## config.mk

```make
export PLATFORM = sky130hd
export DESIGN_NAME = seg7_scan_driver_flat
export DESIGN_NICKNAME = d
export VERILOG_FILES = /design/src/rtl/seg7_scan_driver_if.sv /design/src/rtl/seg7_scan_driver.sv /design/src/flat_wrapper.sv
export SDC_FILE = /design/constraint.sdc
export NUM_CORES = 1
export LEC_CHECK = 0
export BUFFER_PORTS_ARGS = -buffer_cell sky130_fd_sc_hd__buf_2
export CORE_MARGIN = 2
export CORE_UTILIZATION = 58
export DETAILED_ROUTE_END_ITERATION = 16
export PLACE_DENSITY_LB_ADDON = 0.08
export SLEW_MARGIN = 20
export SYNTH_ARGS = -nofsm -noshare
export SYNTH_HDL_FRONTEND = slang
export SYNTH_SLANG_ARGS = --single-unit
```

## constraint.sdc

```tcl
create_clock -name Clk -period 3.35 [get_ports Clk]
set_input_delay 0.67 -clock Clk [delete_from_list [all_inputs] [get_ports Clk]]
set_output_delay 0.67 -clock Clk [all_outputs]
set_load 0.03 [all_outputs]
```

## src/rtl/seg7_scan_driver_if.sv

```systemverilog
// Purpose: stopwatch digit inputs and multiplexed display outputs, bundled as one bus.
// Latency: no logic here; the driver registers every output.
// Backpressure: none; the digits are sampled as levels and the display outputs are free-running.
interface seg7_scan_driver_if;
    logic [3:0] hr_h;
    logic [3:0] hr_l;
    logic [3:0] min_h;
    logic [3:0] min_l;
    logic [3:0] sec_h;
    logic [3:0] sec_l;
    logic       blank_lz;
    logic       blink_en;
    logic [5:0] dig_sel;
    logic [6:0] seg;
    logic       dp;
    logic       frame_done;

    // Digit source and display consumer side
    modport master (
        output hr_h, hr_l, min_h, min_l, sec_h, sec_l, blank_lz, blink_en,
        input  dig_sel, seg, dp, frame_done
    );

    // Scan driver side
    modport slave (
        input  hr_h, hr_l, min_h, min_l, sec_h, sec_l, blank_lz, blink_en,
        output dig_sel, seg, dp, frame_done
    );
endinterface

```

## src/rtl/seg7_scan_driver.sv

```systemverilog
// Purpose: 6-digit common-anode scan driver: frame snapshot, BCD decode, blanking, LZ suppress, blink.
// Latency: outputs are registered from next-state, so they describe the current slot and count.
// Backpressure: none; the inputs are sampled once per frame and the scan always runs.
module seg7_scan_driver #(
    parameter int CLK_DIV      = 1000,
    parameter int BLANK_CYC    = 2,
    parameter int BLINK_FRAMES = 64
) (
    input  logic               Clk,
    input  logic               rst_n,
    seg7_scan_driver_if.slave  bus
);
    localparam int DW = (CLK_DIV > 2) ? $clog2(CLK_DIV) : 1;
    localparam int FW = (BLINK_FRAMES > 1) ? $clog2(BLINK_FRAMES) : 1;
    localparam logic [DW-1:0] DIV_MAX = DW'(CLK_DIV - 1);
    localparam logic [DW-1:0] BLANK_V = DW'(BLANK_CYC);
    localparam logic [FW-1:0] FR_MAX  = FW'(BLINK_FRAMES - 1);

    logic [DW-1:0]   r_div_cnt;
    logic [2:0]      r_slot;
    logic [5:0][3:0] r_sh;        // index 5 = hr_h ... 0 = sec_l, same as the slot number
    logic [FW-1:0]   r_frame_cnt;
    logic            r_phase;     // 1 = blink-dark
    logic [5:0]      r_dig_sel;
    logic [6:0]      r_seg;
    logic            r_dp;
    logic            r_frame_done;

    logic            w_tick;
    logic            w_snap;
    logic [DW-1:0]   w_div_nxt;
    logic [2:0]      w_slot_nxt;
    logic [5:0][3:0] w_sh_nxt;
    logic [FW-1:0]   w_frame_nxt;
    logic            w_phase_nxt;
    logic [3:0]      w_digit;
    logic            w_lz;
    logic            w_on;
    logic [5:0]      w_dig_sel;
    logic [6:0]      w_seg;
    logic            w_dp;

    // BCD to active-low segments (bit order g..a); non-BCD codes show a dash
    function automatic logic [6:0] f_decode(input logic [3:0] d);
        logic [6:0] s;
        case (d)
            4'd0:    s = 7'b1000000;
            4'd1:    s = 7'b1111001;
            4'd2:    s = 7'b0100100;
            4'd3:    s = 7'b0110000;
            4'd4:    s = 7'b0011001;
            4'd5:    s = 7'b0010010;
            4'd6:    s = 7'b0000010;
            4'd7:    s = 7'b1111000;
            4'd8:    s = 7'b0000000;
            4'd9:    s = 7'b0010000;
            default: s = 7'b0111111;
        endcase
        return s;
    endfunction

    // Next scan position, snapshot and blink state
    always_comb begin
        w_tick      = (r_div_cnt == DIV_MAX);
        w_snap      = w_tick && (r_slot == 3'd5);
        w_div_nxt   = w_tick ? '0 : r_div_cnt + DW'(1);
        w_slot_nxt  = r_slot;
        if (w_tick) begin
            w_slot_nxt = (r_slot == 3'd5) ? 3'd0 : r_slot + 3'd1;
        end
        w_sh_nxt = r_sh;
        if (w_snap) begin
            w_sh_nxt = {bus.hr_h, bus.hr_l, bus.min_h, bus.min_l, bus.sec_h, bus.sec_l};
        end
        w_frame_nxt = r_frame_cnt;
        w_phase_nxt = r_phase;
        if (!bus.blink_en) begin
            w_frame_nxt = '0;
            w_phase_nxt = 1'b0;
        end else if (w_snap) begin
            if (r_frame_cnt == FR_MAX) begin
                w_frame_nxt = '0;
                w_phase_nxt = ~r_phase;
            end else begin
                w_frame_nxt = r_frame_cnt + FW'(1);
            end
        end
    end

    // Display image for the next cycle's slot, built from the next-state values
    always_comb begin
        w_digit   = w_sh_nxt[w_slot_nxt];
        w_lz      = (w_slot_nxt == 3'd5) && bus.blank_lz && (w_sh_nxt[5] == 4'd0);
        w_on      = (w_div_nxt >= BLANK_V) && !w_phase_nxt && !w_lz;
        w_dig_sel = 6'b111111;
        if (w_on) begin
            w_dig_sel[w_slot_nxt] = 1'b0;
        end
        w_dp  = !(w_on && ((w_slot_nxt == 3'd2) || (w_slot_nxt == 3'd4)));
        w_seg = f_decode(w_digit);
    end

    // Scan, snapshot and blink state registers
    always_ff @(posedge Clk or negedge rst_n) begin
        if (!rst_n) begin
            r_div_cnt   <= '0;
            r_slot      <= 3'd0;
            r_sh        <= '0;
            r_frame_cnt <= '0;
            r_phase     <= 1'b0;
        end else begin
            r_div_cnt   <= w_div_nxt;
            r_slot      <= w_slot_nxt;
            r_sh        <= w_sh_nxt;
            r_frame_cnt <= w_frame_nxt;
            r_phase     <= w_phase_nxt;
        end
    end

    // Output registers; frame_done marks the first cycle showing a fresh snapshot
    always_ff @(posedge Clk or negedge rst_n) begin
        if (!rst_n) begin
            r_dig_sel    <= 6'b111111;
            r_seg        <= 7'b1111111;
            r_dp         <= 1'b1;
            r_frame_done <= 1'b0;
        end else begin
            r_dig_sel    <= w_dig_sel;
            r_seg        <= w_seg;
            r_dp         <= w_dp;
            r_frame_done <= w_snap;
        end
    end

    assign bus.dig_sel    = r_dig_sel;
    assign bus.seg        = r_seg;
    assign bus.dp         = r_dp;
    assign bus.frame_done = r_frame_done;
endmodule

```

## src/flat_wrapper.sv

```systemverilog
// flat-port wrapper written by rule: the top's interface ports become plain ports
module seg7_scan_driver_flat 
#(
    parameter int CLK_DIV      = 1000,
    parameter int BLANK_CYC    = 2,
    parameter int BLINK_FRAMES = 64
)
  (Clk, rst_n, bus_hr_h, bus_hr_l, bus_min_h, bus_min_l, bus_sec_h, bus_sec_l, bus_blank_lz, bus_blink_en, bus_dig_sel, bus_seg, bus_dp, bus_frame_done);
  seg7_scan_driver_if bus_i ();
  input  logic Clk;
  input  logic rst_n;
  input wire logic [$bits(bus_i.hr_h)-1:0] bus_hr_h;
  input wire logic [$bits(bus_i.hr_l)-1:0] bus_hr_l;
  input wire logic [$bits(bus_i.min_h)-1:0] bus_min_h;
  input wire logic [$bits(bus_i.min_l)-1:0] bus_min_l;
  input wire logic [$bits(bus_i.sec_h)-1:0] bus_sec_h;
  input wire logic [$bits(bus_i.sec_l)-1:0] bus_sec_l;
  input wire logic [$bits(bus_i.blank_lz)-1:0] bus_blank_lz;
  input wire logic [$bits(bus_i.blink_en)-1:0] bus_blink_en;
  output wire logic [$bits(bus_i.dig_sel)-1:0] bus_dig_sel;
  output wire logic [$bits(bus_i.seg)-1:0] bus_seg;
  output wire logic [$bits(bus_i.dp)-1:0] bus_dp;
  output wire logic [$bits(bus_i.frame_done)-1:0] bus_frame_done;
  assign bus_i.hr_h = bus_hr_h;
  assign bus_i.hr_l = bus_hr_l;
  assign bus_i.min_h = bus_min_h;
  assign bus_i.min_l = bus_min_l;
  assign bus_i.sec_h = bus_sec_h;
  assign bus_i.sec_l = bus_sec_l;
  assign bus_i.blank_lz = bus_blank_lz;
  assign bus_i.blink_en = bus_blink_en;
  assign bus_dig_sel = bus_i.dig_sel;
  assign bus_seg = bus_i.seg;
  assign bus_dp = bus_i.dp;
  assign bus_frame_done = bus_i.frame_done;
  seg7_scan_driver #(.CLK_DIV(CLK_DIV), .BLANK_CYC(BLANK_CYC), .BLINK_FRAMES(BLINK_FRAMES)) u_core (.Clk(Clk), .rst_n(rst_n), .bus(bus_i));
endmodule
```

; After elaboration in Yosys (flattened, before gate mapping)
; Memories as Yosys holds them, arrays and structs flattened. A register that Yosys moved wholly into a read port is not among the register bits.
; Index checks and enable logic that the tools add are counted.
[word_totals]
latchBits = 0
reg_bits = 52
romBits = 112
mem_count = 1
ram_bits = 0
word_cells = 57
[op_classes]
magnitude_cmp = 3
n_mux = 15
n_bitwise = 2
n_div = 0
multipliers = 0
reduce_logical = 13
shifts = 0
add_sub_neg = 3
n_eq_ne = 7
[mem_list]
columns = name, words, width, rd, rd_ports_with_merged_regs, wr, line_no
row1 = (no name shown), 16, 7, 1, 1, 0, seg7_scan_driver.sv:46  ; case (d)
[ops]
columns = operator, n
row1 = $mux W24, 1
row2 = $mux W6, 4
row3 = $bmux W4 S3, 1
row4 = $add A10 B1 Y10 const B, 1
row5 = $eq A10 B10 Y1 const B, 1
row6 = $ge A10 B2 Y1 const B, 1
row7 = $mux W10, 1
row8 = $eq A3 B3 Y1 const B, 3
row9 = $logic_and A1 B1 Y1, 7
row10 = $add A6 B1 Y6 const B, 1
row11 = $eq A6 B6 Y1 const B, 1
row12 = $mux W3, 2
row13 = $not A6 Y6, 1
row14 = $logic_not A1 Y1, 4
row15 = $logic_not A4 Y1, 1
row16 = $lt A3 B4 Y1 const B, 1
row17 = $mux W1, 4
row18 = $mux W4, 1
row19 = $add A3 B1 Y3 const B, 1
row20 = $demux W1 S3, 1
row21 = $eq A3 B2 Y1 const B, 1
row22 = $ge A3 B1 Y1 const B, 1
row23 = $ne A2 B1 Y1 const B, 1
row24 = $logic_or A1 B1 Y1, 1
row25 = $not A1 Y1, 1

; Depth between registers and ports, before layout
; Gate-level depths: netlist (run 1).
[depth]
ltp_word = 10
mapped_depth = 13

; Worst setup path before layout (run 1)
; OpenSTA, ideal clock, no wires.
[synth_timing]
path_kind = reg2reg
start = register u_core.r_div_cnt[0]
end = register u_core.r_seg[4], in the netlist u_core.bus.seg[4]
t_arrival_ns = 2.724
path_slack_ns = 0.546
required_ns = 3.269
period_less_slack_ns = 2.804
path_stages_with_launch = 13
path_cell_list = dfrtp_1 -> ha_1 -> and4b_1 -> buf_2 -> nand3_1 -> clkbuf_1 -> nand2_1 -> a311o_1 -> a21oi_1 -> inv_1 -> ha_1 -> o21ba_1 -> a32oi_1
[synth_between]
elab_chain_len = 5
word_cells_on_any_way = 6
cone_classes = eq/ne: 1 / mux: 4 / reduce/logical: 1
[synth_rtl]
columns = element, line_no
row1 = start: declaration, seg7_scan_driver.sv:19  ; logic [DW-1:0] r_div_cnt;
row2 = start signal: assignment, seg7_scan_driver.sv:112  ; r_div_cnt <= w_div_nxt;
row3 = $eq A10 B10 Y1 (*), seg7_scan_driver.sv:64  ; w_tick = (r_div_cnt == DIV_MAX);
row4 = $logic_and A1 B1 Y1, seg7_scan_driver.sv:65  ; w_snap = w_tick && (r_slot == 3'd5);
row5 = $mux W24, seg7_scan_driver.sv:72  ; if (w_snap) begin
row6 = $bmux W4 S3 (*), seg7_scan_driver.sv:92  ; w_digit = w_sh_nxt[w_slot_nxt];
row7 = $mux W4 (not written as such) (*), seg7_scan_driver.sv:92
row8 = end: declaration, seg7_scan_driver.sv:25  ; logic [6:0] r_seg;
; Mark *: on every way between the ends. The rest lies on a longest branch, timed or not. The select of a mux whose other input is x is not followed.
; A chain may end at the register's enable or synchronous reset.

; Worst setup path in the final report (run 1)
[layout_timing]
start = register u_core.r_div_cnt[0]
end = register u_core.r_seg[3], in the netlist u_core.bus.seg[3]
; The elaborated chain is that of the path after synthesis.

==> results of run 1 <==
[kinds of logic (layout without fill, tap and decap cells)]
group,after synthesis,after routing
and+or+nand+nor,152,152
AOI/OAI and AO/OA,68,68
DFF,59,59
buffers and inverters,39,89
muxes,19,19
xor gates and xnor gates,14,14
adders and majority gates,7,7
[final timing paths]
check	slack, ns	start	endpoint	depth (start not counted)
min in group Clk	0.48	u_core.r_sh[13]	u_core.r_sh[13]	2
min reg2reg	0.48	u_core.r_sh[13]	u_core.r_sh[13]	2
min	0.47	rst_n	u_core.r_frame_cnt[1]	1
max in group asynchronous	2.03	rst_n	u_core.bus.dig_sel[0]	2
max reg2reg	0.23	u_core.r_div_cnt[0]	u_core.bus.seg[3]	12
max	0.23	u_core.r_div_cnt[0]	u_core.bus.seg[3]	12
[registers in the layout (all words and copies together), names as in the netlist]
register,flops
u_core.bus.frame_done,1
u_core.bus.dig_sel,6
u_core.r_slot,3
u_core.r_phase,1
u_core.r_sh,24
u_core.r_div_cnt,10
u_core.r_frame_cnt,6
u_core.bus.seg,7
u_core.bus.dp,1
[layout by cell type (no fill, tap or decap), types with 3 or more instances in the layout]
cell type,netlist,layout
o31ai_1,6,6
a311o_1,3,3
or3_1,4,4
mux2i_1,12,12
o41ai_1,4,4
dfrtp_1,45,45
xnor2_1,10,10
o21ai_0,6,6
nand3_1,12,12
xor2_1,4,4
dfstp_2,14,14
inv_1,13,13
and2_1,4,4
buf_4,2,17
ha_1,7,6
nor3_1,5,5
o22ai_1,6,6
or4_1,6,6
mux2_2,6,6
o211ai_1,4,4
nand4_1,6,6
a31oi_1,3,3
a21boi_0,5,5
buf_2,6,42
o31a_1,3,3
nand2_1,76,76
nor2_1,18,18
a21oi_1,11,11
clkbuf_8,0,12
nor2b_1,5,5
[power by group through the flow]
stage | clock, mW | combinational, mW | sequential, mW
finish | 0.591 | 0.0518 | 0.723
global route | 0.632 | 0.0587 | 0.723
CTS | 0.600 | 0.0535 | 0.723
detailed placement | 0 | 0.0532 | 0.736
global placement | 0 | 0.0525 | 0.735
floorplan | 0 | 0.0116 | 0.741
[repair_timing]
| action | 4_1_cts | 5_1_grt |
|---|---|---|
| hold endpoints to repair | 0 | 0 |
| resized for setup | 0 | 2 |
| setup endpoints to repair | 0 | 2 |
| hold buffers | 0 | 0 |
[worst register-to-register path, delay by kind of cell (launching register included)]
kind	cells	cell delay, ns
adder cells (fa/ha/maj)	2	0.60
flip-flops	1	0.40
multiplexers	2	0.22
buffers and inverters	3	0.41
AND/OR/NAND/NOR	3	1.01
AO/OA/AOI/OAI	2	0.41
[routing by layer]
metal | global-route usage (%) | wire, µm | vias to the layer above
met5 | 0 | 0 | -
met1 | 37.2 | 3500 | 1345
li1 | - | - | 1366
met4 | 11.4 | 159 | 0
met2 | 38.2 | 3430 | 112
met3 | 4.41 | 499 | 18
[area by class of cell]
cell class,instances,area share [%]
Clock buffer,14,4.52
Timing Repair Buffer,59,8.85
Clock inverter,2,0.262
Inverter,14,1.38
Sequential cell,59,39.1
Tap cell,72,2.36
Multi-Input combinational cell,260,43.5
==> metrics.txt, run 1 <==
first-pass GRT wire length 12.5 mm; DIE HEIGHT 79.6 µm; area of the multi-input gates 1660 µm²; cell area after synthesis 3320 µm²; initial core utilization 60.2%; clk slew on worst S/H paths 0.07 ns; asr flop ratio synth 100%; EDFF count, synth 0; main combinational cell family by area after synthesis simple AND/OR/NAND/NOR gates; Cell Rows 27; Slew @ Worst Pin 0.940 ns; Core Util, Final 69.3%; Comb pwr share 3.8%; Main synth FF type dfrtp_1; # fillers 441; complex-gate fraction of the synthesized area 14.9%; Final TNS setup 0 ns; Post-CTS Setup Bufs 0; status finished, final reports clean; Synth Area in XOR/XNOR 3.70%; mux cell area share after synthesis 6.11%; H-tree depth 3; adder-cell area share of the yosys netlist 2.64%; critical path fanouts, max 11; die width 79.6 µm; Layout Nets 438; DR pass1 iterations 4; routed length per placed instance 15.8 µm; syn_area_per_cell 9.27 µm²; WL final 7.59 mm; worst hold margin 0.470 ns; Residual DRC 0; Seq. cell area 1490 µm²; clk buf depth 2; post-synthesis cell count 358; Yosys cell types 60; Vias/cell 5.92; Arrival @ worst endpoint 3.39 ns; headroom to the max-slew limit 37.3%; clock tree skew after final layout 0.00844 ns; sequential share of power 52.9%; post-synth top area cell dfrtp_1; core footprint 5510 µm²; P&R area growth vs syn 15.1%; pre-CTS setup slack 0.207 ns; max incr delay on CP 0.62 ns; Inst Count DP 464; TritonCTS Buffers 9; crit path buf inv count 3; Max VDD drop 273 µV; final number of max-transition violations 0; endpoints failing setup 0; number of routed nets with antenna violations 0; CTS root buffer clkbuf_8; initial antenna violation count 0; Leakage 1.74 nW; Clock power frac 43.3%; Hold Fails Final Rpt 0; Layout Cells excl Fill 480; Fmax 0.320 GHz; diode count 0; Final HPWL DP 5.44 mm; gr usage total 25.8%; Remaining Overflow, GRT 0; Seq/Total Area, Yosys 45.0%; Slowest cell on crit path or4_1; cells along the critical path ha_2 > nand4b_4 > buf_4 > or4_1 > nor2_1 > a311o_1 > o31a_1 > inv_1 > ha_1 > inv_1 > mux2i_1 > mux2i_1; simple-gate share of the synthesized area 22.3%; setup repair after global routing missed its margin no; Starting DRT DRC Count 208; Commonest cells post-synth nand2_1 (76), dfrtp_1 (45), nor2_1 (18); Synth Register Bits 59; WS Path Type flip-flop to flip-flop; vias in the first global route 2616; PD cells 358 nW/µm²; Final WS setup 0.228 ns; P_int 1.07 mW; post-layout total power 1.37 mW; critical path endpoint category flip-flop; Synth top area share 33.9%; RePlAce Congestion 0.911; synth top area cells dfrtp_1 (34%), dfstp_2 (11%), nand2_1 (8.6%); layout cells sized above 1 25.2%; TritonCTS Sinks 59; vias 2841; port bufs 42; Worst Path Required 3.62 ns; Top Family by Delay on Critical Path simple AND/OR/NAND/NOR gates; sw frac 21.8%; Yosys warnings 0; full die area 6340 µm²; worst hold path class input port to asynchronous set/reset pin; NetSw 0.298 mW; I/O pin count 43; crit start category flip-flop; clk_lat worst skew 0.34 ns; Tmin final 3.12 ns; Final Instance Area 3820 µm²; Max-Cap Viols 0; Syn Nets 393; period utilisation layout 93.2%; pin count of the biggest net entering global routing 43; cell with the most instances after synthesis nand2_1; Post-DP Area 3630 µm²; CTS tree yes
No activity file was read; power rests on OpenSTA's default activity.
==> inputs of run 2 (changes only) <==
--- a/config.mk
+++ b/config.mk
@@ -7,9 +7,10 @@
 export LEC_CHECK = 0
 export BUFFER_PORTS_ARGS = -buffer_cell sky130_fd_sc_hd__buf_2
 export CORE_MARGIN = 2
-export CORE_UTILIZATION = 58
+export CORE_UTILIZATION = 60
 export DETAILED_ROUTE_END_ITERATION = 16
 export PLACE_DENSITY_LB_ADDON = 0.08
+export RECOVER_POWER = 100
 export SLEW_MARGIN = 20
 export SYNTH_ARGS = -nofsm -noshare
 export SYNTH_HDL_FRONTEND = slang
==> constraint.sdc (replaced) <==
create_clock -name Clk -period 3.7 [get_ports Clk]
set_input_delay 0.74 -clock Clk [delete_from_list [all_inputs] [get_ports Clk]]
set_output_delay 0.74 -clock Clk [all_outputs]
set_load 0.03 [all_outputs]
==> metrics.txt, run 2 (same netlist as run 1, synthesis figures left out) <==
Inst Count DP 463; port bufs 42; endpoints failing setup 0; Remaining Overflow, GRT 0; Post-DP Area 3620 µm²; Final HPWL DP 5.25 mm; crit path buf inv count 3; busiest metal layer after global routing met1; full die area 6140 µm²; Hold Fails Final Rpt 0; hold buffer count at cts 0; CTS root buffer clkbuf_8; H-tree depth 3; clock tree skew after final layout 0.00416 ns; Final TNS setup 0 ns; setup repair after global routing missed its margin no; CTS tree yes; met1 Use GR 38.8%; DIE HEIGHT 78.4 µm; clk buf depth 2; Residual DRC 0; routed length per placed instance 15.4 µm; Tmin final 3.28 ns; R2R Setup Slk 0.42 ns; I/O pin count 43; met2 usage in global routing 36.9%; period utilisation layout 88.5%; failing checks max-capacitance violations, max-slew violations; Starting DRT DRC Count 160; TritonCTS Sinks 59; Max-Cap Viols 1; headroom to the max-slew limit -79.6%; initial core utilization 61.4%; max incr delay on CP 0.70 ns; Hold Crit Start u_core.r_sh[10]; final number of max-transition violations 54; P&R area growth vs syn 12.4%; commonest cells after routing, fill and taps aside nand2_1 (76), dfrtp_1 (45), buf_2 (26); Arrival @ worst endpoint 3.54 ns; number of routed nets with antenna violations 0; vias 2753; WL final 7.37 mm; Core Util, Final 69.0%; RePlAce Congestion 1.02; crit start category flip-flop; clk_lat worst skew 0.34 ns; Final Instance Area 3730 µm²; first-pass GRT wire length 12.1 mm; vias in the first global route 2519; die width 78.4 µm; diode count 0; TritonCTS Buffers 9; core footprint 5410 µm²; Slowest cell on crit path or4_1; Worst setup startpoint u_core.r_div_cnt[0]; routing usage on met3 4.25%; Biggest register u_core.r_sh; pin count of the biggest net entering global routing 54; initial antenna violation count 0; r2r startpoint u_core.r_div_cnt[0]; worst hold margin 0.493 ns; Worst Path Required 3.97 ns; DR pass1 iterations 5; WS Path Type flip-flop to flip-flop; critical path fanouts, max 13; max reg flops 24; Vias/cell 5.75; PD cells 324 nW/µm²; Post-CTS Setup Bufs 0; worst hold path class flip-flop to flip-flop; Fmax 0.305 GHz; Leakage 1.66 nW; Cell Rows 27; Layout Nets 437; gr usage total 25.8%; Layout Cells excl Fill 479; clk slew on worst S/H paths 0.06 ns; Top Family by Delay on Critical Path simple AND/OR/NAND/NOR gates; CTS resizes 0; Slew @ Worst Pin 2.69 ns; layout cells sized above 1 17.7%; Max VDD drop 227 µV; commonest non-fill, non-tap cell in the layout nand2_1; cells along the critical path ha_1 > nand4b_2 > clkbuf_1 > or4_1 > nor2_1 > a311o_1 > o31a_1 > inv_1 > ha_1 > inv_1 > mux2i_1 > mux2i_1; critical path endpoint category flip-flop; status complete, but fails checks
==> run 2: cell count changes in the layout (fill, tap and decap cells not counted), sizes merged <==
cell	before	now
clkbuf	14	35
buf	59	37
==> run 2: routing by layer <==
metal	up-vias	routed length [µm]
li1	1357	-
met1	1264	3410
met2	115	3290
met3	17	490
met4	0	175
met5	-	0
==> run 2: path summary, 6_finish.rpt <==
kind / endpoint / cells after the start
min in group asynchronous: u_core.r_frame_cnt[3] / 1
max reg2reg: u_core.bus.seg[3] / 12
max: u_core.bus.seg[3] / 12
max in group asynchronous: u_core.r_sh[17] / 1
min reg2reg: u_core.r_sh[10] / 2
min: u_core.r_sh[10] / 2
==> run 2: power by group <==
part | total, mW | switching [mW] | internal, mW | leakage (nW)
Sequential | 0.655 | 0.00233 | 0.653 | 0.651
Clock | 0.508 | 0.230 | 0.278 | 0.0905
Combinational | 0.0452 | 0.0282 | 0.0170 | 0.915
==> run 2: worst min-delay path, delay by kind of cell (launching register included) <==
kind,cells,cell delay [ns]
flops,1,0.36
simple gates,2,0.10
==> run 2: cell type report <==
type,instances,area [µm²]
sequential,59,1490
tap,72,90.1
clock inverter,2,10.0
fill,468,1680
timing repair buffer,58,292
clock buffer,14,163
inverter,14,52.6
multi-input combinational,260,1630
==> run 2: per-stage QoR <==
step | total power [mW] | setup WS (ns)
6_report | 1.21 | 0.424
5_1_grt | 1.26 | 0.239
2_1_floorplan | 0.681 | 0.896
3_5_place_dp | 0.715 | 0.562
3_3_place_gp | 0.714 | 0.611
4_1_cts | 1.22 | 0.533
==> inputs of run 3 (changes only) <==
--- a/config.mk
+++ b/config.mk
@@ -10,7 +10,7 @@
 export CORE_UTILIZATION = 60
 export DETAILED_ROUTE_END_ITERATION = 16
 export PLACE_DENSITY_LB_ADDON = 0.08
-export RECOVER_POWER = 100
+export RECOVER_POWER = 25
 export SLEW_MARGIN = 20
 export SYNTH_ARGS = -nofsm -noshare
 export SYNTH_HDL_FRONTEND = slang
==> metrics.txt, run 3 (same netlist as run 1, synthesis figures left out) <==
hold buffer count at cts 0; Layout Nets 437; Max VDD drop 227 µV; R2R Setup Slk 0.53 ns; # fillers 451; Leakage 1.73 nW; TritonCTS Sinks 59; Biggest register u_core.r_sh; DR pass1 iterations 5; clk slew on worst S/H paths 0.06 ns; first-pass GRT wire length 12.1 mm; CTS tree yes; status complete, but fails checks; P&R area growth vs syn 14.3%; CTS resizes 0; metal2 WL 3.28 mm; setup repair after global routing missed its margin no; max reg flops 24; die width 78.4 µm; Remaining Overflow, GRT 0; vias 2745; initial core utilization 61.4%; WS Path Type flip-flop to flip-flop; most frequent CP cell or4_1; headroom to the max-slew limit -81.2%; TritonCTS Buffers 9; full die area 6140 µm²; Tmin final 3.17 ns; port bufs 42; routed length per placed instance 15.3 µm; critical path endpoint category flip-flop; cells along the critical path ha_1 > nand4b_4 > or4_4 > or4_1 > xnor2_1 > nand2_1 > nand3_1 > or4_1; final number of max-transition violations 54; Slowest cell on crit path or4_4; clk_lat worst skew 0.34 ns; Core Util, Final 70.1%; Final HPWL DP 5.25 mm; worst hold path class flip-flop to flip-flop; PD cells 319 nW/µm²; pre-CTS setup slack 0.562 ns; Worst Path Required 3.95 ns; max incr delay on CP 0.71 ns; Final TNS setup 0 ns; core footprint 5410 µm²; pin count of the biggest net entering global routing 54; H-tree depth 3; clock tree skew after final layout 0.00472 ns; Fmax 0.316 GHz; failing checks max-capacitance violations, max-slew violations; Starting DRT DRC Count 200; number of routed nets with antenna violations 0; period utilisation layout 85.6%; Post-CTS Setup Bufs 0; Vias/cell 5.73; Slew @ Worst Pin 2.72 ns; Final Instance Area 3790 µm²; met3 routed wirelength 424 µm; Final WS setup 0.533 ns; Cell Rows 27; endpoints failing setup 0; commonest cells after routing, fill and taps aside nand2_1 (76), dfrtp_1 (45), buf_2 (41); wl on met1 3.47 mm; Residual DRC 0; Hold Fails Final Rpt 0; layout cells sized above 1 24.3%; critical path fanouts, max 29; I/O pin count 43; Arrival @ worst endpoint 3.42 ns; clk buf depth 2; Max-Cap Viols 1; CTS root buffer clkbuf_8; RePlAce Congestion 1.02; vias in the first global route 2519; Post-DP Area 3620 µm²; gr usage total 25.8%; DIE HEIGHT 78.4 µm; commonest non-fill, non-tap cell in the layout nand2_1; crit start category flip-flop; diode count 0; WL final 7.33 mm; initial antenna violation count 0; highest layer used for signal routing met4
## run 3: where the power goes
group	internal (mW)	switching, mW	total [mW]
clock network	0.278	0.231	0.508
logic	0.0194	0.0283	0.0477
registers	0.653	0.00233	0.655
## run 3: final timing paths
path,startpoint,to,depth (start not counted)
worst max-delay path,u_core.r_div_cnt[0],u_core.bus.dig_sel[1],8
max in group asynchronous,rst_n,u_core.r_slot[0],1
worst max register to register,u_core.r_div_cnt[0],u_core.bus.dig_sel[1],8
worst min register to register,u_core.r_div_cnt[0],u_core.r_div_cnt[0],1
min in group asynchronous,rst_n,u_core.r_frame_cnt[3],1
worst min-delay path,u_core.r_div_cnt[0],u_core.r_div_cnt[0],1
## run 3: area by class of cell
type	instances	area, µm²	share of cell area, %
multi-input combinational	260	1650	43.6
sequential	59	1490	39.4
timing repair buffer	58	329	8.68
clock buffer	14	163	4.29
tap	72	90.1	2.38
inverter	14	52.6	1.39
clock inverter	2	10.0	0.264
## run 3: critical path, delay by kind of cell, from the launching register on
kind / cells / cell delay [ns]
adders and majority gates: 1 / 0.34
DFF: 1 / 0.39
and+or+nand+nor: 6 / 2.21
xor gates and xnor gates: 1 / 0.14
## run 3: per-stage QoR
| stage | hold slack [ns] | std cells | total power, mW |
|---|---|---|---|
| after CTS | 0.445 | 479 | 1.22 |
| final | 0.486 | 479 | 1.21 |
| after floorplan | 0.432 | 358 | 0.681 |
| after global placement | 0.463 | 463 | 0.714 |
| after detailed placement | 0.478 | 463 | 0.715 |
| after global routing | 0.496 | 479 | 1.26 |
## run 3: routing by layer
metal  global-route usage (%)  vias up
met5                        0        -
met4                     11.6        0
met3                     4.25       17
met2                     36.9       99
met1                     38.8     1273
li1                         -     1356
